**src/rtl/avalon_bus_arbiter_pkg.sv**
```systemverilog
// Shared Avalon-MM types and requester IDs for the two-master bus arbiter.
package avalon_bus_arbiter_pkg;

  localparam int unsigned AddrW = 32;
  localparam int unsigned DataW = 32;
  localparam int unsigned BeW   = DataW / 8;

  typedef struct packed {
    logic             read;
    logic             write;
    logic [AddrW-1:0] address;
    logic [DataW-1:0] writedata;
    logic [BeW-1:0]   byte_enable;
  } avalon_req_t;

  typedef struct packed {
    logic [DataW-1:0] readdata;
    logic             readdatavalid;
    logic             waitrequest;
  } avalon_resp_t;

  typedef enum logic {
    ARB_ID_IBUS = 1'b0,
    ARB_ID_DBUS = 1'b1
  } arb_id_e;

  typedef enum logic {
    ARB_IDLE   = 1'b0,
    ARB_LOCKED = 1'b1
  } arb_state_e;

  function automatic logic req_active(input avalon_req_t r);
    return r.read | r.write;
  endfunction

  // A write can always go; a read needs a free slot in the ID FIFO.
  function automatic logic req_eligible(input avalon_req_t r, input logic fifo_full);
    return r.write | (r.read & ~fifo_full);
  endfunction

endpackage

```
**src/rtl/avalon_bus_arbiter_id_fifo.sv**
```systemverilog
// arb_id_fifo: RD_DEPTH x 1-bit FIFO of requester IDs for outstanding reads.
module arb_id_fifo
  import avalon_bus_arbiter_pkg::*;
#(
  parameter int unsigned RD_DEPTH = 4,
  localparam int unsigned PtrW    = $clog2(RD_DEPTH),
  localparam int unsigned CntW    = PtrW + 1
) (
  input  logic            clk,
  input  logic            rst,
  input  logic            i_push,
  input  arb_id_e         i_push_id,
  input  logic            i_pop,
  output arb_id_e         o_head,
  output logic [CntW-1:0] o_count,
  output logic            o_full,
  output logic            o_empty
);

  arb_id_e         r_mem [RD_DEPTH];
  logic [PtrW-1:0] r_wptr;
  logic [PtrW-1:0] r_rptr;
  logic [CntW-1:0] r_count;

  logic w_push_ok;
  logic w_pop_ok;

  assign o_full    = (r_count == CntW'(RD_DEPTH));
  assign o_empty   = (r_count == '0);
  assign o_count   = r_count;
  assign o_head    = r_mem[r_rptr];
  assign w_pop_ok  = i_pop & ~o_empty;
  assign w_push_ok = i_push & (~o_full | w_pop_ok);

  always_ff @(posedge clk) begin
    if (w_push_ok) begin
      r_mem[r_wptr] <= i_push_id;
    end
  end

  // Pointers are PtrW bits wide, so increment wraps modulo RD_DEPTH.
  always_ff @(posedge clk) begin
    if (rst) begin
      r_wptr  <= '0;
      r_rptr  <= '0;
      r_count <= '0;
    end else begin
      if (w_push_ok) r_wptr <= r_wptr + 1'b1;
      if (w_pop_ok)  r_rptr <= r_rptr + 1'b1;
      unique case ({w_push_ok, w_pop_ok})
        2'b10:   r_count <= r_count + 1'b1;
        2'b01:   r_count <= r_count - 1'b1;
        default: r_count <= r_count;
      endcase
    end
  end

endmodule

```
**src/rtl/avalon_bus_arbiter.sv**
```systemverilog
// Two-master (ibus/dbus) to one-slave Avalon-MM arbiter with read-ID tracking.
// Define ARB_ROUND_ROBIN_EN for round-robin on contention; default is fixed dbus priority.
module avalon_bus_arbiter
  import avalon_bus_arbiter_pkg::*;
#(
  parameter int unsigned RD_DEPTH = 4
) (
  input  logic         clk,
  input  logic         rst,
  input  avalon_req_t  ibus_avalon_req,
  output avalon_resp_t ibus_avalon_resp,
  input  avalon_req_t  dbus_avalon_req,
  output avalon_resp_t dbus_avalon_resp,
  output avalon_req_t  mem_avalon_req,
  input  avalon_resp_t mem_avalon_resp,
  output logic         arb_resp_error
);

  localparam int unsigned CntW = $clog2(RD_DEPTH) + 1;

  arb_state_e r_state;
  arb_id_e    r_owner;
  logic       r_resp_error;
`ifdef ARB_ROUND_ROBIN_EN
  arb_id_e    r_last;
`endif

  arb_id_e         w_head;
  logic [CntW-1:0] w_count;
  logic            w_fifo_full;
  logic            w_fifo_empty;
  logic            w_i_act;
  logic            w_d_act;
  logic            w_i_elig;
  logic            w_d_elig;
  logic            w_sel_valid;
  arb_id_e         w_sel;
  logic            w_accept;
  logic            w_push;
  logic            w_rdv_ok;

  assign w_i_act  = req_active(ibus_avalon_req);
  assign w_d_act  = req_active(dbus_avalon_req);
  assign w_i_elig = req_eligible(ibus_avalon_req, w_fifo_full);
  assign w_d_elig = req_eligible(dbus_avalon_req, w_fifo_full);

  always_comb begin
    w_sel_valid = 1'b0;
    w_sel       = ARB_ID_DBUS;
    if (r_state == ARB_LOCKED) begin
      w_sel_valid = 1'b1;
      w_sel       = r_owner;
    end else if (w_i_elig && w_d_elig) begin
      w_sel_valid = 1'b1;
`ifdef ARB_ROUND_ROBIN_EN
      w_sel       = (r_last == ARB_ID_DBUS) ? ARB_ID_IBUS : ARB_ID_DBUS;
`else
      w_sel       = ARB_ID_DBUS;
`endif
    end else if (w_d_elig) begin
      w_sel_valid = 1'b1;
      w_sel       = ARB_ID_DBUS;
    end else if (w_i_elig) begin
      w_sel_valid = 1'b1;
      w_sel       = ARB_ID_IBUS;
    end
  end

  always_comb begin
    mem_avalon_req = '0;
    if (w_sel_valid) begin
      mem_avalon_req = (w_sel == ARB_ID_IBUS) ? ibus_avalon_req : dbus_avalon_req;
    end
  end

  assign w_accept = w_sel_valid & ~mem_avalon_resp.waitrequest;
  assign w_push   = w_accept & mem_avalon_req.read;
  assign w_rdv_ok = mem_avalon_resp.readdatavalid & ~w_fifo_empty;

  // readdata is broadcast; only readdatavalid is steered by the FIFO head.
  always_comb begin
    ibus_avalon_resp.readdata      = mem_avalon_resp.readdata;
    dbus_avalon_resp.readdata      = mem_avalon_resp.readdata;
    ibus_avalon_resp.readdatavalid = w_rdv_ok & (w_head == ARB_ID_IBUS);
    dbus_avalon_resp.readdatavalid = w_rdv_ok & (w_head == ARB_ID_DBUS);
    ibus_avalon_resp.waitrequest   = (w_sel_valid && w_sel == ARB_ID_IBUS)
                                     ? mem_avalon_resp.waitrequest : w_i_act;
    dbus_avalon_resp.waitrequest   = (w_sel_valid && w_sel == ARB_ID_DBUS)
                                     ? mem_avalon_resp.waitrequest : w_d_act;
  end

  always_ff @(posedge clk) begin
    if (rst) begin
      r_state      <= ARB_IDLE;
      r_owner      <= ARB_ID_DBUS;
      r_resp_error <= 1'b0;
`ifdef ARB_ROUND_ROBIN_EN
      r_last       <= ARB_ID_DBUS;
`endif
    end else begin
      r_resp_error <= mem_avalon_resp.readdatavalid & (w_count == '0);
`ifdef ARB_ROUND_ROBIN_EN
      if (w_accept) r_last <= w_sel;
`endif
      unique case (r_state)
        ARB_IDLE: begin
          if (w_sel_valid && mem_avalon_resp.waitrequest) begin
            r_state <= ARB_LOCKED;
            r_owner <= w_sel;
          end
        end
        ARB_LOCKED: begin
          if (!mem_avalon_resp.waitrequest) r_state <= ARB_IDLE;
        end
        default: r_state <= ARB_IDLE;
      endcase
    end
  end

  assign arb_resp_error = r_resp_error;

  arb_id_fifo #(
    .RD_DEPTH (RD_DEPTH)
  ) u_id_fifo (
    .clk       (clk),
    .rst       (rst),
    .i_push    (w_push),
    .i_push_id (w_sel),
    .i_pop     (mem_avalon_resp.readdatavalid),
    .o_head    (w_head),
    .o_count   (w_count),
    .o_full    (w_fifo_full),
    .o_empty   (w_fifo_empty)
  );

endmodule
```
**config.mk**
```make
export PLATFORM = sky130hd
export DESIGN_NAME = avalon_bus_arbiter
export DESIGN_NICKNAME = d
export VERILOG_FILES = /design/src/rtl/avalon_bus_arbiter_pkg.sv /design/src/rtl/avalon_bus_arbiter_id_fifo.sv /design/src/rtl/avalon_bus_arbiter.sv
export SDC_FILE = /design/constraint.sdc
export NUM_CORES = 1
export LEC_CHECK = 0
export ABC_AREA = 1
export BUFFER_PORTS_ARGS = -buffer_cell sky130_fd_sc_hd__buf_2
export CAP_MARGIN = 20
export CORE_AREA = 3 3 122 124
export CTS_CLUSTER_DIAMETER = 40
export DETAILED_ROUTE_END_ITERATION = 12
export DIE_AREA = 0 0 125 127
export HOLD_SLACK_MARGIN = 0.12
export PLACE_DENSITY = 0.46
export SETUP_SLACK_MARGIN = 0.2
export SLEW_MARGIN = 20
export SYNTH_ARGS = -nofsm -noshare
export SYNTH_HDL_FRONTEND = slang
export SYNTH_SLANG_ARGS = --single-unit
export TNS_END_PERCENT = 100
```
**constraint.sdc**
```tcl
create_clock -name clk -period 2.9 [get_ports clk]
set_input_delay 0.145 -clock clk [delete_from_list [all_inputs] [get_ports clk]]
set_output_delay 0.145 -clock clk [all_outputs]
set_load 0.02 [all_outputs]
```
==> metrics.yaml, run 1 <==
rr_worst_depth: 14
grt_start_max_net_pins: 69
portBuffers: 218
die_x_um: 125
hold-path-endpoint: "arb_resp_error"
ys.flop_type: "dfxtp_1"
drt_iter0_markers: 71
final_common_cell: "buf_2"
peakVddDrop_mv: 0.196
critPathMaxFanout: 5
nets: 726
ys_warn_count: 0
hold_violations: 0
fmax_mhz: 429
period_minus_slack_ns: 2.33
power_density_nw_per_um2: 479
layout_common_cells: "218 x buf_2, 92 x inv_1, 83 x nand2_1"
required_ns: 3.03
rr_endpoint: "u_id_fifo.o_count[2]"
syn_avg_cell_area_um2: 5.81
drc_errors: 0
dr_wl_met3_um: 758
leakage_nw: 1.98
tns_ns: 0
ys_ff_latch: 16
syn_inst: 396
num_rows: 43
met2_length_um: 4150
synth_area_um2: 2300
hold_class: "input port to flip-flop"
cts_resized: 0
cts.sinks: 16
start_util: 0.166
dr.pass1.iters: 4
m1WireLength_um: 3250
worstSetupPathType: "flip-flop to flip-flop"
synth_area_leader_cell: "buf_4"
antenna_found_initial: 0
cts_root_buffer: "clkbuf_16"
synth_area_leaders: "buf_4 21%, inv_1 15%, nand2_1 14%"
h-tree-depth: 1
clock_latency_ns: 0.25
grt_pass1_vias: 2676
hold_start: "mem_avalon_resp[1]"
worstReg2RegStart: "u_id_fifo.o_count[0]"
relSlewSlack: 0.521
cp.arrival_ns: 2.46
yosysSeqAreaShare: 0.157
post-route-period-util: 0.803
cp-start-kind: "flip-flop"
drive_above_1_share: 0.425
ios: 315
syn_to_final_growth_pct: 37.1
gp_congestion: 0.822
cp-end-kind: "flip-flop"
maxUsedRoutingLayer: "met4"
worstMarginPinSlew_ns: 0.718
postCtsSetupRepairBufs: 0
synth_edf_count: 4
holdPathStages: 3
grt_overflow: 0
ant_nets: 0
grt_pass1_wl_um: 13100
die_h_um: 127
coreArea_um2: 13900
antenna_cells: 0
max_cap_viol_count: 0
avgViaCountPerCell: 3.70
dp_hpwl_um: 6940
hold_ws_ns: 0.155
cts_max_path_buffers: 2
vias: 2677
grt_usage: 0.0989
synthArstFlopShare: 0
setup_viol: 0
clkTransAtPathRegs_ns: 0.05
status: "complete, no violations"
r2r_setup_slack_ns: 0.57
yosysTopAreaCellShare: 0.212
maxSlewViolCount: 0
yosysUniqueCellTypes: 22
cts_made_buffers: 3
rsz0062_at_grt: "false"
post_drt_wl_per_cell_um: 11.5
clock_skew_ns: 0.00485
drt_wl_total_um: 8340
die_area_um2: 15900
tritoncts: "done"
syn-num-nets: 578
[metal layers]
layer	vias up	GRT usage
met5	-	0
met4	0	0.0300
met3	30	0.0242
met2	116	0.180
met1	1104	0.114
li1	1427	-
[worst max-delay path by stage]
| stage | startpoint | end | slack, ns |
|---|---|---|---|
| after global placement | u_id_fifo.o_count[0] | u_id_fifo.o_count[2] | 0.59 |
| after CTS | u_id_fifo.o_count[0] | u_id_fifo.o_count[2] | 0.55 |
| after detailed placement | u_id_fifo.o_count[0] | u_id_fifo.o_count[2] | 0.56 |
| after global routing | u_id_fifo.o_count[0] | u_id_fifo.o_count[2] | 0.24 |
| final | u_id_fifo.o_count[0] | u_id_fifo.o_count[2] | 0.57 |
| after floorplan | u_id_fifo.o_count[0] | u_id_fifo.o_count[2] | 0.72 |
[where the power goes]
part,internal (W),switching [W]
clock,0.000183,0.0000898
sequential,0.000274,0.0000306
combinational,0.000324,0.000611
[stage by stage]
step | instances | cell area (um^2) | worst slack [ns] | total power, W | util
finish | 723 | 3160 | 0.571 | 0.00151 | 0.227
floorplan | 396 | 2300 | 0.722 | 0.00104 | -
global route | 723 | 3160 | 0.241 | 0.00166 | 0.227
detailed placement | 718 | 3070 | 0.558 | 0.00126 | 0.221
global placement | 718 | 3070 | 0.591 | 0.00126 | 0.221
CTS | 723 | 3160 | 0.550 | 0.00154 | 0.227
[cells by family (layout without fill, tap and decap cells)]
| family | count (synthesis) | after routing | synth area share |
|---|---|---|---|
| AO/OA/AOI/OAI | 94 | 94 | 0.206 |
| buffers and inverters | 171 | 318 | 0.399 |
| adder cells (fa/ha/maj) | 6 | 6 | 0.0359 |
| multiplexers | 1 | 1 | 0.00978 |
| AND/OR/NAND/NOR | 108 | 108 | 0.192 |
| flip-flops | 16 | 16 | 0.157 |
[final cells by class]
type / count / area, um^2
clock inverters: 1 / 3.75
repair buffers: 222 / 1120
fillers: 1639 / 10700
clock buffers: 3 / 75.1
inverters: 92 / 345
well taps: 180 / 225
flip-flops and latches: 16 / 360
multi-input cells: 209 / 1020
[Yosys cell counts, types with 3 or more instances]
cell,number
buf_6,3
nand3_2,3
buf_2,9
nor2_1,13
inv_1,92
ha_1,5
edfxtp_1,4
nand2_1,83
nand3_1,3
o21ai_1,47
o21ai_0,32
dfxtp_1,12
buf_4,65
a21oi_1,14
[repair_timing]
action	4_1_cts	5_1_grt
hold buffers	1	0
endpoints found under the setup margin	0	0
endpoints found under the hold margin	1	0
[critical path, stage by stage (launching register included)]
cell     delay, ns
dfxtp_1       0.33
nor2_2        0.16
nand2_1       0.08
nand2_1       0.06
nand2_1       0.08
a21oi_1       0.17
nor2_1        0.13
nand2_2       0.13
ha_1          0.15
inv_1         0.07
fa_1          0.38
a21oi_1       0.14
o21ai_0       0.11
o21ai_0       0.16
a21oi_1       0.06
Note: power is estimated with default switching activity, not from simulation.
==> run 2, diff against run 1 <==
--- a/config.mk
+++ b/config.mk
@@ -8,12 +8,12 @@
 export ABC_AREA = 1
 export BUFFER_PORTS_ARGS = -buffer_cell sky130_fd_sc_hd__buf_2
 export CAP_MARGIN = 20
-export CORE_AREA = 3 3 122 124
+export CORE_AREA = 3 3 121 123
 export CTS_CLUSTER_DIAMETER = 40
 export DETAILED_ROUTE_END_ITERATION = 12
-export DIE_AREA = 0 0 125 127
+export DIE_AREA = 0 0 124 126
 export HOLD_SLACK_MARGIN = 0.12
-export PLACE_DENSITY = 0.46
+export PLACE_DENSITY = 0.49
 export SETUP_SLACK_MARGIN = 0.2
 export SLEW_MARGIN = 20
 export SYNTH_ARGS = -nofsm -noshare
==> constraint.sdc (replaced) <==
create_clock -name clk -period 1.89 [get_ports clk]
set_input_delay 0.0945 -clock clk [delete_from_list [all_inputs] [get_ports clk]]
set_output_delay 0.0945 -clock clk [all_outputs]
set_load 0.02 [all_outputs]
==> metrics.yaml, run 2 (synthesis gave the netlist of run 1 again) <==
clkTransAtPathRegs_ns: 0.05  # about the same
die_x_um: 124  # -0.80%
status: "finished with violations"
cp.buffers_inverters: 1  # unchanged
cp-end-kind: "flip-flop"
post-route-period-util: 1.05  # +0.242
syn_to_final_growth_pct: 98.9
drt_iter0_markers: 89  # +25%
clock_latency_ns: 0.25  # about the same
dr.pass1.iters: 4  # unchanged
antenna_cells: 0  # unchanged
post_drt_wl_per_cell_um: 14.8  # +28%
grt_overflow: 0  # unchanged
path_cells: "nor2_4 -> nand3_4 -> nand2_2 -> mux2i_4 -> nand2_2 -> nand2_4 -> nand2_4 -> ha_4 -> inv_2 -> fa_2 -> a21oi_2 -> o21ai_1 -> o21ai_1 -> a21oi_1"
ant_nets: 0  # unchanged
hold_class: "input port to flip-flop"
rsz0062_at_grt: "true"
final_common_cell: "buf_2"
period_minus_slack_ns: 1.98  # -0.353 ns
drt_wl_total_um: 11500  # +38%
relSlewSlack: 0.813  # +0.292
die_area_um2: 15600  # -1.6%
hold_ws_ns: 0.153  # -0.00146 ns
violations: "setup timing"
setup_viol: 23  # +23
power.total_w: 0.00347  # +130%
grt_usage: 0.135  # +0.0360
cp.arrival_ns: 2.11  # -0.35 ns
h-tree-depth: 1  # unchanged
fin_ws_ns: -0.0859  # -0.657 ns
hold-path-endpoint: "r_owner"
portBuffers: 218  # unchanged
crit_slowest_cell: "fa_2"
antenna_found_initial: 1  # +1
leakage_nw: 2.59  # +31%
coreArea_um2: 13800  # -0.78%
r2r_setup_slack_ns: -0.09  # -0.66 ns
holdPathStages: 3  # unchanged
cp-start-kind: "flip-flop"
rr_endpoint: "u_id_fifo.o_count[2]"
avgViaCountPerCell: 3.89  # +5.1%
drive_above_1_share: 0.586  # +0.160
start_util: 0.167  # +0.00130
hold_violations: 0  # unchanged
grt_start_max_net_pins: 22  # -68%
nets: 779  # +7.3%
maxSlewViolCount: 0  # unchanged
cts_root_buffer: "clkbuf_16"
gp_congestion: 0.874  # +6.3%
crit_path_max_incr_delay_ns: 0.34  # -0.04 ns
drc_errors: 0  # unchanged
cts_made_buffers: 3  # unchanged
worstReg2RegStart: "u_id_fifo.o_count[1]"
grt_pass1_vias: 2916  # +9.0%
worstSetupPathType: "flip-flop to flip-flop"
worstMarginPinSlew_ns: 0.274  # -0.444 ns
num_rows: 43  # unchanged
rr_worst_depth: 14  # unchanged
fmax_mhz: 506  # +18%
hold_start: "mem_avalon_resp[0]"
die_h_um: 126  # -0.79%
ios: 315  # unchanged
tritoncts: "done"
power_density_nw_per_um2: 757  # +58%
max_cap_viol_count: 0  # unchanged
vias: 3019  # +13%
dp_hpwl_um: 7110  # +2.4%
clock_skew_ns: 0.00573  # +0.000878 ns
cts_max_path_buffers: 2  # unchanged
critPathMaxFanout: 4  # -1
grt_pass1_wl_um: 16000  # +22%
path_delay_family: "simple AND/OR/NAND/NOR gates"
cts.sinks: 16  # unchanged
required_ns: 2.03  # -1.00 ns
layout_common_cells: "177 x buf_2, 90 x inv_1, 56 x nand2_1"
peakVddDrop_mv: 0.260  # +33%
run 2: how the worst max path moves through the flow:
stage / cells past startpoint / from / to
after CTS: 14 / u_id_fifo.o_count[0] / u_id_fifo.o_count[2]
after detailed placement: 14 / u_id_fifo.o_count[1] / u_id_fifo.o_count[2]
after floorplan: 14 / u_id_fifo.o_count[1] / u_id_fifo.o_count[2]
after global routing: 14 / u_id_fifo.o_count[1] / u_id_fifo.o_count[2]
final: 14 / u_id_fifo.o_count[1] / u_id_fifo.o_count[2]
after global placement: 14 / u_id_fifo.o_count[1] / u_id_fifo.o_count[2]
run 2: cell type report:
class	count	area, um^2
Tap cell	180	225
Inverter	92	345
Timing Repair Buffer	274	2160
Clock inverter	1	3.75
Fill cell	1447	9190
Sequential cell	16	365
Clock buffer	3	75.1
Multi-Input combinational cell	210	1410
run 2: metrics by stage:
step / setup WS (ns) / cell area (um^2) / TNS [ns] / utilization / cells
global placement: -0.121 / 3240 / -0.160 / 0.235 / 731
CTS: -0.0894 / 4320 / -2.68 / 0.314 / 771
detailed placement: -0.120 / 3240 / -0.184 / 0.235 / 731
floorplan: -0.129 / 2350 / -0.134 / - / 396
finish: -0.0859 / 4580 / -0.443 / 0.332 / 776
global route: -0.217 / 4580 / -6.63 / 0.332 / 776
run 2: worst min-delay path, delay by kind of cell:
kind,cells,cell delay (ns)
AND/OR/NAND/NOR,2,0.18
buffers and inverters,1,0.10
run 2: metal layers:
metal	track usage	wire length (um)
met2	0.243	5770
met3	0.0220	1060
met1	0.166	4460
met5	0	0
met4	0.0309	197
run 2: power by group:
part           leakage, nW  switching (W)  internal (W)  total, W
clock               0.0385       0.000138      0.000281  0.000419
sequential           0.136      0.0000520      0.000425  0.000477
combinational         2.41        0.00133       0.00124   0.00257
total                 2.59        0.00151       0.00195   0.00347
run 2: what timing repair did:
| item | in CTS | in global routing |
|---|---|---|
| pin swaps | 14 | 9 |
| gates cloned | 14 | 1 |
| hold buffers | 3 | 0 |
| gates resized for setup | 119 | 55 |
| endpoints found under the setup margin | 72 | 79 |
| endpoints found under the hold margin | 2 | 0 |
| setup buffers | 19 | 4 |
